==> src/rtl/tensor_core_pkg.sv <==
// tensor_core_pkg: shared types and constants for the SRAM read streamer
package tensor_core_pkg;
  localparam int DATA_WIDTH_DEF = 8;
  localparam int ADDR_WIDTH_DEF = 4;
  localparam int STALL_CNT_W = 16;
  typedef enum logic [1:0] {IDLE, ISSUE, DRAIN} streamer_state_e;
  typedef logic [ADDR_WIDTH_DEF-1:0] addr_t;
  typedef logic [DATA_WIDTH_DEF-1:0] data_t;
  function automatic logic [STALL_CNT_W-1:0] sat_inc(input logic [STALL_CNT_W-1:0] v);
    return &v ? v : v + 1'b1;
  endfunction
endpackage

==> src/rtl/stream_fifo.sv <==
// stream_fifo: synchronous FIFO with occupancy count, push and pop allowed in the same cycle
module stream_fifo #(
  parameter int WIDTH = 9,
  parameter int DEPTH = 4
) (
  input  logic                       clk,
  input  logic                       rst,
  input  logic                       push,
  input  logic                       pop,
  input  logic [WIDTH-1:0]           wdata,
  output logic [WIDTH-1:0]           rdata,
  output logic [$clog2(DEPTH+1)-1:0] count,
  output logic                       empty,
  output logic                       full
);
  localparam int PW = DEPTH > 1 ? $clog2(DEPTH) : 1;
  localparam int CW = $clog2(DEPTH + 1);
  logic [WIDTH-1:0] mem_q [DEPTH];
  logic [PW-1:0] wr_q, rd_q;
  logic [CW-1:0] count_q;
  logic do_push, do_pop;
  function automatic logic [PW-1:0] nxt(input logic [PW-1:0] p);
    return p == PW'(DEPTH - 1) ? '0 : p + 1'b1;
  endfunction
  assign do_push = push && !full;
  assign do_pop = pop && !empty;
  assign rdata = mem_q[rd_q];
  assign count = count_q;
  assign empty = count_q == '0;
  assign full = count_q == CW'(DEPTH);
  // storage array, written on accepted push
  always_ff @(posedge clk) begin
    if (do_push) mem_q[wr_q] <= wdata;
  end
  // pointers and occupancy
  always_ff @(posedge clk) begin
    if (rst) begin
      wr_q <= '0;
      rd_q <= '0;
      count_q <= '0;
    end else begin
      if (do_push) wr_q <= nxt(wr_q);
      if (do_pop) rd_q <= nxt(rd_q);
      count_q <= count_q + CW'(do_push) - CW'(do_pop);
    end
  end
endmodule

==> src/rtl/sram_read_streamer.sv <==
// sram_read_streamer: burst SRAM reader emitting words as a valid/ready stream; optional stall counter under SRAM_STREAMER_STATS_EN
module sram_read_streamer
  import tensor_core_pkg::*;
#(
  parameter int DATA_WIDTH = 8,
  parameter int ADDR_WIDTH = 4,
  parameter int FIFO_DEPTH = 4
) (
  input  logic                   clk,
  input  logic                   rst,
  input  logic                   req_valid,
  output logic                   req_ready,
  input  logic [ADDR_WIDTH-1:0]  req_base,
  input  logic [ADDR_WIDTH:0]    req_len,
  output logic                   mem_cs,
  output logic                   mem_we,
  output logic [ADDR_WIDTH-1:0]  mem_addr,
  input  logic [DATA_WIDTH-1:0]  mem_dout,
  output logic                   out_valid,
  input  logic                   out_ready,
  output logic [DATA_WIDTH-1:0]  out_data,
  output logic                   out_last,
  output logic                   done,
  output logic                   busy,
  output logic [STALL_CNT_W-1:0] stall_cnt
);
  localparam int CW = $clog2(FIFO_DEPTH + 1);
  streamer_state_e state_q;
  logic [ADDR_WIDTH-1:0] cur_q, mem_addr_q;
  logic [ADDR_WIDTH:0] rem_q;
  logic mem_cs_q, cs_last_q, inflight_q, inflight_last_q, done_q;
  logic [CW-1:0] fifo_count;
  logic [CW:0] occ;
  logic fifo_empty, fifo_full;
  logic [DATA_WIDTH:0] fifo_rdata;
  logic accept, credit, pop;
  // credit uses only registered occupancy so out_ready never reaches mem_cs combinationally
  always_comb begin
    accept = req_valid && state_q == IDLE;
    occ = {1'b0, fifo_count} + {{CW{1'b0}}, mem_cs_q} + {{CW{1'b0}}, inflight_q};
    credit = !fifo_full && occ < (CW + 1)'(FIFO_DEPTH);
    pop = out_valid && out_ready;
  end
  // burst FSM: the accepting edge already issues the first read, so mem_cs rises the cycle after accept
  always_ff @(posedge clk) begin
    if (rst) begin
      state_q <= IDLE;
      cur_q <= '0;
      rem_q <= '0;
      mem_cs_q <= 1'b0;
      mem_addr_q <= '0;
      cs_last_q <= 1'b0;
      inflight_q <= 1'b0;
      inflight_last_q <= 1'b0;
      done_q <= 1'b0;
    end else begin
      mem_cs_q <= 1'b0;
      cs_last_q <= 1'b0;
      done_q <= 1'b0;
      inflight_q <= mem_cs_q;
      inflight_last_q <= cs_last_q;
      case (state_q)
        IDLE: if (accept) begin
          if (req_len == '0) done_q <= 1'b1;
          else begin
            mem_cs_q <= 1'b1;
            mem_addr_q <= req_base;
            cur_q <= req_base + 1'b1;
            rem_q <= req_len - 1'b1;
            cs_last_q <= req_len == (ADDR_WIDTH + 1)'(1);
            state_q <= req_len == (ADDR_WIDTH + 1)'(1) ? DRAIN : ISSUE;
          end
        end
        ISSUE: if (credit) begin
          mem_cs_q <= 1'b1;
          mem_addr_q <= cur_q;
          cur_q <= cur_q + 1'b1;
          rem_q <= rem_q - 1'b1;
          cs_last_q <= rem_q == (ADDR_WIDTH + 1)'(1);
          if (rem_q == (ADDR_WIDTH + 1)'(1)) state_q <= DRAIN;
        end
        DRAIN: if (pop && out_last) begin
          done_q <= 1'b1;
          state_q <= IDLE;
        end
        default: state_q <= IDLE;
      endcase
    end
  end
  stream_fifo #(.WIDTH(DATA_WIDTH + 1), .DEPTH(FIFO_DEPTH)) u_fifo (
    .clk(clk),
    .rst(rst),
    .push(inflight_q),
    .pop(pop),
    .wdata({inflight_last_q, mem_dout}),
    .rdata(fifo_rdata),
    .count(fifo_count),
    .empty(fifo_empty),
    .full(fifo_full)
  );
  assign req_ready = state_q == IDLE;
  assign busy = state_q != IDLE;
  assign mem_cs = mem_cs_q;
  assign mem_we = 1'b0;
  assign mem_addr = mem_addr_q;
  assign done = done_q;
  assign out_valid = !fifo_empty;
  assign out_data = out_valid ? fifo_rdata[DATA_WIDTH-1:0] : '0;
  assign out_last = out_valid && fifo_rdata[DATA_WIDTH];
`ifdef SRAM_STREAMER_STATS_EN
  logic [STALL_CNT_W-1:0] stall_q;
  // backpressure cycles of the current burst, saturating
  always_ff @(posedge clk) begin
    if (rst || accept) stall_q <= '0;
    else if (out_valid && !out_ready) stall_q <= sat_inc(stall_q);
  end
  assign stall_cnt = stall_q;
`else
  assign stall_cnt = '0;
`endif
endmodule
==> config.mk <==
export PLATFORM = sky130hd
export DESIGN_NAME = sram_read_streamer
export DESIGN_NICKNAME = d
export VERILOG_FILES = /design/src/rtl/tensor_core_pkg.sv /design/src/rtl/stream_fifo.sv /design/src/rtl/sram_read_streamer.sv
export SDC_FILE = /design/constraint.sdc
export NUM_CORES = 1
export LEC_CHECK = 0
export BUFFER_PORTS_ARGS = -buffer_cell sky130_fd_sc_hd__buf_2
export CAP_MARGIN = 10
export CORE_AREA = 2 2 91 93
export DETAILED_ROUTE_END_ITERATION = 16
export DIE_AREA = 0 0 93 95
export GPL_ROUTABILITY_DRIVEN = 0
export SLEW_MARGIN = 15
export SYNTH_ARGS = -nofsm -noshare
export SYNTH_HDL_FRONTEND = slang
export SYNTH_SLANG_ARGS = --single-unit
==> constraint.sdc <==
create_clock -name clk -period 4.2 [get_ports clk]
set_clock_uncertainty 0.2 [all_clocks]
set_input_delay 0.84 -clock clk [delete_from_list [all_inputs] [get_ports clk]]
set_output_delay 0.84 -clock clk [all_outputs]
set_load 0.02 [all_outputs]
Word-level counts from Yosys, hierarchy flattened
Memory sizes are Yosys's and may differ from the RTL's. A register that Yosys moved wholly into a read port is not among the register bits.
Index checks and enable logic that the tools add are counted.
{"block": "word_totals", "regBits": 27, "out_inout_bits": 35, "mem_count": 1, "elab_cells": 90, "ram_bits": 36}
{"block": "op_classes", "add_sub_neg": 10, "order_cmp": 1, "n_mux": 38, "n_reduce_logical": 16, "n_eq_ne": 12}
{"name": "u_fifo.mem_q", "depth": 4, "word_bits": 9, "rd": 1, "rd_clocked_by_memory_dff": 1, "write_ports": 1, "line_no": "stream_fifo.sv:18", "source": "logic [WIDTH-1:0] mem_q [DEPTH];"}
{"operator": "$mux 4", "count": 6}
{"operator": "$mux 2", "count": 10}
{"operator": "$pmux 4 s2", "count": 2}
{"operator": "$mux 5", "count": 3}
{"operator": "$mux 1", "count": 11}
{"operator": "$eq 5x1->1 const B", "count": 2}
{"operator": "$pmux 5 s2", "count": 1}
{"operator": "$sub 5x1->5 const B", "count": 2}
{"operator": "$add 4x1->4 const B", "count": 2}
{"operator": "$mux 8", "count": 1}
{"operator": "$ne 2x2->1 const B", "count": 4}
{"operator": "$logic_and 1x1->1", "count": 7}
{"operator": "$eq 2x2->1 const B", "count": 3}
{"operator": "$pmux 1 s2", "count": 3}
{"operator": "$pmux 2 s3", "count": 1}
{"operator": "$logic_not 5->1", "count": 1}
{"operator": "$reduce_and 5->1", "count": 1}
{"operator": "$add 2x1->2 const B", "count": 2}
{"operator": "$add 3x1->4", "count": 1}
{"operator": "$add 4x1->4", "count": 1}
{"operator": "$lt 4x3->1 const B", "count": 1}
{"operator": "$reduce_and 4->1", "count": 1}
{"operator": "$reduce_bool 2->1", "count": 2}
{"operator": "$add 3x1->3", "count": 1}
{"operator": "7 further kinds", "count": 8}

Longest topological paths before layout
Gate-level depths: netlist of run 1.
{"block": "depth", "ltp_word": 6, "mapped_depth": 9, "ltp_nobuf": 9}

Modules after synthesis
A second synthesis of run 1 with hierarchy kept.
{"block": "hier_totals", "cells_unflattened": 285, "area_unflattened_um2": 3233.1}
{"module": "stream_fifo", "area_each_um2": 1780.5, "instances": 1, "seq_area_each_um2": 1261.2, "cells_per_inst": 97}
{"module": "sram_read_streamer", "area_each_um2": 1452.6, "instances": 1, "seq_area_each_um2": 400.4, "cells_per_inst": 188}

Worst setup path after synthesis of run 1
OpenSTA, ideal clock, no wires.
{"block": "synth_timing", "kind": "input to register", "from": "input req_len[0]", "to": "register mem_addr_q[0] (netlist: mem_addr[0])", "required_time_ns": 3.884, "setup_slack_ns": 1.722, "path_buffers": 1, "cell_stages": 8, "arrival_time_ns": 2.162, "setup_ns": 0.116, "cell_sequence": "inv_1 ha_1 or4b_4 nand3_2 o31a_1 buf_6 nor2_4 o211a_1"}
{"block": "synth_via", "elab_chain_len": 3}
{"element": "start: declaration", "line_no": "sram_read_streamer.sv:14", "source": "input logic [ADDR_WIDTH:0] req_len,"}
{"element": "$logic_not 5->1", "line_no": "sram_read_streamer.sv:64", "source": "if (req_len == '0) done_q <= 1'b1;"}
{"element": "$ne 2x2->1 (no line)"}
{"element": "$reduce_and 4->1 (no line)"}
{"element": "end signal: assignment", "line_no": "sram_read_streamer.sv:67", "source": "mem_addr_q <= req_base;"}
{"element": "end signal: assignment", "line_no": "sram_read_streamer.sv:76", "source": "mem_addr_q <= cur_q;"}
{"element": "end: declaration", "line_no": "sram_read_streamer.sv:29", "source": "logic [ADDR_WIDTH-1:0] cur_q, mem_addr_q;"}
Every way passes these cells.
A chain may end at the register's enable or synchronous reset.

Worst setup path in the final report of run 1
{"block": "layout_timing", "from": "register state_q[1]", "to": "output req_ready"}
{"block": "layout_via", "elab_chain_len": 1}
{"element": "start: declaration", "line_no": "sram_read_streamer.sv:28", "source": "streamer_state_e state_q;"}
{"element": "start signal: assignment", "line_no": "sram_read_streamer.sv:71", "source": "state_q <= req_len == (ADDR_WIDTH + 1)'(1) ? DRAIN : ISSUE;"}
{"element": "$logic_not 2->1", "line_no": "sram_read_streamer.sv:101", "source": "assign req_ready = state_q == IDLE;"}
{"element": "end: declaration", "line_no": "sram_read_streamer.sv:12", "source": "output logic req_ready,"}
Every way passes these cells.

==> results of run 1 <==
-- final timing paths --
path	endpoint	slack, ns	cells after the start
max	req_ready	1.05	4
min	inflight_last_q	0.25	1
max reg2reg	mem_addr[0]	1.50	4
min reg2reg	inflight_last_q	0.25	1
-- logic make-up (layout without fill, tap and decap cells) --
group / after synthesis / after routing
muxes: 16 / 16
DFF: 65 / 65
AOI/OAI and AO/OA: 46 / 46
other: 1 / 17
xor gates and xnor gates: 4 / 4
and+or+nand+nor: 82 / 82
adders and majority gates: 16 / 16
buffers and inverters: 44 / 70
-- power groups by stage --
stage | logic [µW] | clock network [µW] | registers [µW]
floorplan | 396 | 0 | 779
global placement | 482 | 0 | 807
detailed placement | 490 | 0 | 808
CTS | 493 | 527 | 794
global route | 547 | 555 | 806
finish | 485 | 514 | 792
-- layer usage --
| metal | vias to the layer above | wire (µm) |
|---|---|---|
| li1 | 1043 | - |
| met2 | 60 | 2843 |
| met5 | - | 0 |
| met3 | 5 | 266 |
| met1 | 989 | 2758 |
| met4 | 0 | 55 |
-- registers in the layout, summed over array words and instances (netlist names), named ones only --
signal and flops:
u_fifo.wr_q 2, done 1, mem_addr 4, rem_q 5, u_fifo.mem_q 36, mem_cs 1, state_q 2, cs_last_q 1
u_fifo.rd_q 2, inflight_q 1, inflight_last_q 1, cur_q 4, u_fifo.count 3
-- stage by stage --
stage | setup slack (ns) | total power [µW] | std cells
5_1_grt | 0.8888 | 1907 | 421
2_1_floorplan | 1.722 | 1175 | 290
4_1_cts | 1.061 | 1813 | 421
3_3_place_gp | 1.347 | 1289 | 405
3_5_place_dp | 1.279 | 1298 | 405
6_report | 1.055 | 1791 | 421
-- cells in the final DEF (no fill, tap or decap), drive strengths merged, types with 4 or more instances in the layout --
cell type / n
buf: 38
edfxtp: 36
dfxtp: 29
conb: 17
a21oi: 16
inv: 16
ha: 15
nand2: 13
and2: 13
nor2: 12
nor3: 10
mux4: 9
clkbuf: 9
o21ai: 8
nand3: 7
nand4: 5
nor2b: 5
mux2i: 5
clkinv: 5
a31oi: 4
-- critical path, delay by kind of cell (launching register included) --
kind / cells / cell delay, ns
flops: 1 / 0.78
simple gates: 1 / 0.23
buf+inv: 3 / 0.76
-- layout make-up --
type	instances	area [µm²]	share of cell area, %
tap	105	131.4	3.666
timing repair buffer	38	190.2	5.307
clock buffer	9	123.9	3.457
multi-input combinational	181	1346	37.57
clock inverter	7	70.07	1.955
sequential	65	1662	46.37
inverter	16	60.06	1.676
==> results by group, run 1 <==
Yosys
  • Multiplexer share of the synthesized area: 8.600%
  • Number of distinct library cells after synthesis: 55
  • Number of enable-type register cells in the synthesized netlist: 36
  • Mean instance size in the synthesized netlist: 11.68 µm²
  • Warnings from Yosys: 0
  • Most instantiated library cell after synthesis: sky130_fd_sc_hd__edfxtp_1
  • Netlist area before placement: 0.003201 mm²
  • Most instantiated cells after synthesis: 36 x sky130_fd_sc_hd__edfxtp_1, 29 x sky130_fd_sc_hd__dfxtp_1, 18 x sky130_fd_sc_hd__buf_4
  • Fraction of the mapped netlist area in adder cells: 6.489%
  • Library cell with the largest summed area after synthesis: sky130_fd_sc_hd__edfxtp_1
  • Gate count after technology mapping: 274
  • Fraction of the mapped netlist area in compound gates: 9.382%
  • Yosys reg bits: 65
  • Post-synthesis async set-or-reset flop share: 0%
  • Yosys top cell area share: 33.78%
  • Combinational family with the most area after synthesis: simple AND/OR/NAND/NOR gates
  • Share of synthesized area occupied by flip-flops and latches: 51.92%
  • Cells taking the most area after synthesis: sky130_fd_sc_hd__edfxtp_1 34%, sky130_fd_sc_hd__dfxtp_1 18%, sky130_fd_sc_hd__mux4_2 6.3%, sky130_fd_sc_hd__ha_1 5.9%, sky130_fd_sc_hd__buf_4 4.2%
  • Top flip-flop cell by instance count after synthesis: sky130_fd_sc_hd__edfxtp_1
  • Xor and xnor area share after synthesis: 1.095%
  • Area fraction in and, or, nand and nor cells after synthesis: 14.50%

Clock tree
  • Number of levels the H-tree was split into: 3
  • Clock buffers created by TritonCTS: 9
  • Total of cells resized after clock tree synthesis: 0
  • # Post-CTS Setup Buffers: 0
  • TritonCTS clock tree: yes
  • Number of clock sinks: 65
  • Buffers from clock root to sink, at most: 2
  • Cts hold-fix bufs: 0
  • Root Buffer: sky130_fd_sc_hd__clkbuf_8
  • Clock latency on the worst-skew pair: 0.33 ns
  • Clk slew on worst S/H paths: 0.07 ns

Final layout
  • Ant diodes: 0
  • Total non-filler cell area in the finished layout: 0.003583 mm²
  • Area Growth Syn to Fin: 11.96%
  • Total number of nets in the final design: 348
  • Ratio of cells with drive above 1 in the final layout: 22.78%
  • Count of fill cells added during filler insertion: 754
  • Share of the core filled with cells: 45.20%

STA
  • Max Freq: 0.3179 GHz
  • Hold slack: 0.2505 ns
  • Max Transition Viols Final: 0
  • Actual slew at the worst max-slew pin: 0.7193 ns
  • Final critical path time including I/O delays and setup: 3.145 ns
  • Worst slew margin relative to its limit: 51.98%
  • Post-route setup TNS: 0 ns
  • Unrepaired setup endpoints after global routing: false
  • Period Utilization, post-route: 74.89%
  • Final setup viols: 0
  • Count of final hold-check violations: 0

Global routing
  • Remaining Overflow, GRT: 0
  • Met2 usage in global routing: 23.25%
  • Number of global-route vias before repair: 2106
  • Antenna violations before repair: 0
  • Met1 track demand over resource in global routing: 19.59%
  • Wire length of the first global-routing pass: 10060 µm
  • Global routing usage on met3: 3.831%
  • Pin count of the biggest net entering global routing: 28
  • Total global-route track usage: 14.61%
  • Global routing's busiest layer: met2

Setup path
  • Critical Path Start Type: register
  • Critical-path cell list: clkinv_1 > nand2_1 > inv_1 > buf_2
  • Start of the worst register-to-register path: state_q[1]
  • Startpoint of the most critical setup path: state_q[1]
  • Max Fanout on Critical Path: 21
  • Type of element capturing the critical path: output pin
  • Required time at the endpoint of the critical path: 3.16 ns
  • Critical path arrival: 2.11 ns
  • Crit path max-delay cell type: sky130_fd_sc_hd__dfxtp_1
  • Slowest stage delay, CP: 0.78 ns
  • Type of the worst setup path: reg2out

Status
  • Run status: completed

Route
  • Vias per cell: 4.981
  • Number of DRC markers in iteration 0: 116
  • Wirelength, routed: 5924 µm
  • Number of design rule violations left after detail routing: 0
  • Routed vias: 2097
  • ANT nets after route: 0
  • Pre-Repair DR Iteration Count: 4
  • Routed length per placed instance: 14.07 µm

Power and ir drop
  • Sw frac: 32.82%
  • Total internal power: 1203 µW
  • Power per cell area: 499.7 mW/mm²
  • Part of the total power dissipated in combinational logic: 27.1%
  • Clock share of power: 28.7%
  • Sw Pwr: 587.7 µW
  • Standby leakage power: 0.001426 µW
  • Fraction of power consumed by sequential logic: 44.2%
  • Worst supply voltage drop on vdd: 0.1742 mV

Die
  • Die Ht: 95 µm
  • Top-level I/O count: 56
  • Initial Utilization: 40.37%
  • Number of placement rows: 33
  • X dimension of the die: 93 µm
  • Area of the placeable core: 0.007928 mm²
  • Die Outline Area: 0.008835 mm²

Worst hold path
  • Hold path startpoint: cs_last_q
  • Hold/Removal Path Class: reg2reg

Job
  • Max-cap violations: 0

Placement
  • Placed instance area: 0.003390 mm²
  • Sum of net half-perimeters after detailed placement: 4290 µm
  • IO Port Bufs: 38
Note: power is estimated with default switching activity, not from simulation.
==> inputs of run 2 (changes only) <==
==> constraint.sdc (replaced) <==
create_clock -name clk -period 3.2 [get_ports clk]
set_clock_uncertainty 0.2 [all_clocks]
set_input_delay 0.64 -clock clk [delete_from_list [all_inputs] [get_ports clk]]
set_output_delay 0.64 -clock clk [all_outputs]
set_load 0.02 [all_outputs]
==> results by group, run 2 (synthesized netlist as in run 1, its figures left out) <==
Status
  • Run status: completed

STA
  • Final critical path time including I/O delays and setup: 2.773 ns
  • Max Transition Viols Final: 0 (unchanged)
  • Post-route setup TNS: 0 ns (unchanged)
  • Count of final hold-check violations: 0 (unchanged)
  • Worst slew margin relative to its limit: 54.13% (+2.2 points)
  • Actual slew at the worst max-slew pin: 0.6839 ns (-0.03539 ns)
  • Unrepaired setup endpoints after global routing: false
  • Final setup viols: 0 (unchanged)
  • Period Utilization, post-route: 86.65%
  • Max Freq: 0.3606 GHz

Die
  • X dimension of the die: 93 µm (unchanged)
  • Number of placement rows: 33 (unchanged)
  • Initial Utilization: 40.37% (unchanged)
  • Die Outline Area: 0.008835 mm² (unchanged)
  • Die Ht: 95 µm (unchanged)
  • Top-level I/O count: 56 (unchanged)
  • Area of the placeable core: 0.007928 mm² (unchanged)

Route
  • Number of DRC markers in iteration 0: 69 (-41%)
  • Wirelength, routed: 6091 µm (+2.8%)
  • Number of design rule violations left after detail routing: 0 (unchanged)
  • Routed vias: 2152 (+2.6%)
  • Vias per cell: 5.064 (+1.7%)
  • Routed length per placed instance: 14.33 µm (+1.9%)
  • Pre-Repair DR Iteration Count: 4 (unchanged)
  • ANT nets after route: 0 (unchanged)

Global routing
  • Remaining Overflow, GRT: 0 (unchanged)
  • Wire length of the first global-routing pass: 9770 µm (-2.9%)
  • Antenna violations before repair: 0 (unchanged)
  • Number of global-route vias before repair: 2050 (-2.7%)
  • Total global-route track usage: 14.62% (+0.017 points)
  • Pin count of the biggest net entering global routing: 28 (unchanged)

Clock tree
  • Clock latency on the worst-skew pair: 0.34 ns (about the same)
  • Root Buffer: sky130_fd_sc_hd__clkbuf_8
  • Clk slew on worst S/H paths: 0.07 ns (about the same)
  • # Post-CTS Setup Buffers: 0 (unchanged)
  • Buffers from clock root to sink, at most: 2 (unchanged)
  • Total of cells resized after clock tree synthesis: 0 (unchanged)
  • Cts hold-fix bufs: 0 (unchanged)
  • Number of levels the H-tree was split into: 3 (unchanged)
  • TritonCTS clock tree: yes
  • Clock buffers created by TritonCTS: 9 (unchanged)
  • Number of clock sinks: 65 (unchanged)

Setup path
  • Type of the worst setup path: reg2out
  • Required time at the endpoint of the critical path: 2.36 ns (-0.80 ns)
  • Crit path max-delay cell type: sky130_fd_sc_hd__dfxtp_1
  • Slowest stage delay, CP: 0.55 ns (-0.23 ns)
  • Critical path arrival: 1.93 ns (-0.18 ns)
  • Max Fanout on Critical Path: 6 (-71%)
  • Type of element capturing the critical path: output pin
  • Critical Path Start Type: register
  • Critical-path cell list: buf_4 > mux4_2 > and2_1 > buf_2

Power and ir drop
  • Standby leakage power: 0.001428 µW (+0.16%)
  • Part of the total power dissipated in combinational logic: 28.8% (+1.7 points)
  • Sw Pwr: 799.4 µW (+36%)
  • Power per cell area: 643.4 mW/mm² (+29%)
  • Total internal power: 1515 µW (+26%)
  • Clock share of power: 26.8% (-1.9 points)
  • Worst supply voltage drop on vdd: 0.2692 mV (+54%)
  • Fraction of power consumed by sequential logic: 44.4% (+0.2 points)
  • Final Power: 2314 µW (+29%)
  • Sw frac: 34.54% (+1.7 points)

Placement
  • Sum of net half-perimeters after detailed placement: 4302 µm (+0.29%)
  • Placed instance area: 0.003420 mm² (+0.89%)
  • IO Port Bufs: 38 (unchanged)

Final layout
  • Ant diodes: 0 (unchanged)
  • Most common library cell in the layout ignoring fill and taps: sky130_fd_sc_hd__buf_2
  • Total non-filler cell area in the finished layout: 0.003597 mm² (+0.38%)
  • Ratio of cells with drive above 1 in the final layout: 23.75% (+0.97 points)
  • Leading cell types in the layout, fill and taps excluded: 38 x sky130_fd_sc_hd__buf_2, 36 x sky130_fd_sc_hd__edfxtp_1, 29 x sky130_fd_sc_hd__dfxtp_1
  • Largest registers: u_fifo.mem_q x36, rem_q x5
  • Area Growth Syn to Fin: 12.39%
  • Multi-input logic area: 0.001346 mm² (unchanged)
  • Sequential cell area: 0.001662 mm² (unchanged)
  • Largest Register: u_fifo.mem_q
  • Count of fill cells added during filler insertion: 752 (-0.27%)
  • Total number of nets in the final design: 352 (+1.1%)
  • Number of flip-flops in the largest register: 36 (unchanged)

Worst hold path
  • Hold/Removal Path Class: reg2reg

Job
  • Max-cap violations: 0 (unchanged)
run 2: final cells by class:
cell class              count  share of cell area [%]
flip-flops and latches     65                   46.19
multi-input cells         181                   37.43
repair buffers             42                   6.122
well taps                 105                   3.652
clock buffers               9                   3.443
inverters                  16                   1.670
clock inverters             7                   1.496
run 2: final timing paths:
| path | startpoint | to | slack (ns) | cells after the start |
|---|---|---|---|---|
| worst max-delay path | register | out_data[4] | 0.43 | 4 |
| worst min register to register | cs_last_q | inflight_last_q | 0.24 | 1 |
| worst max register to register | u_fifo.count[1] | u_fifo.count[2] | 0.52 | 9 |
| worst min-delay path | cs_last_q | inflight_last_q | 0.24 | 1 |
run 2: per-stage QoR:
stage | std cells | hold slack, ns | utilization [%] | worst slack, ns
floorplan | 290 | 0.2138 | - | 0.9218
global placement | 409 | 0.2206 | 43.13 | 0.5475
detailed placement | 409 | 0.2243 | 43.13 | 0.5117
CTS | 425 | 0.2375 | 45.38 | 0.3663
global route | 425 | 0.2628 | 45.38 | 0.2977
finish | 425 | 0.2388 | 45.38 | 0.4271
run 2: worst max-delay path: cells and delay by family, from the launching register on:
kind	cells	cell delay (ns)
multiplexers	1	0.49
buffers and inverters	2	0.38
AND/OR/NAND/NOR	1	0.17
flip-flops	1	0.55
run 2: power groups by stage:
| stage | clock network [µW] | registers, µW | logic [µW] |
|---|---|---|---|
| 2_1_floorplan | 0 | 1020 | 520 |
| 3_3_place_gp | 0 | 1050 | 656 |
| 3_5_place_dp | 0 | 1050 | 667 |
| 4_1_cts | 641 | 1030 | 675 |
| 5_1_grt | 675 | 1040 | 740 |
| 6_report | 621 | 1030 | 666 |
run 2: per-layer routing:
metal	track usage [%]	part of all wire [%]	vias to the layer above	routed length, µm
li1	-	-	1058	-
met3	3.192	4.9	11	297
met4	7.721	2.2	0	135
met5	0	0	-	0
met1	19.13	46	1033	2813
met2	22.83	47	50	2843
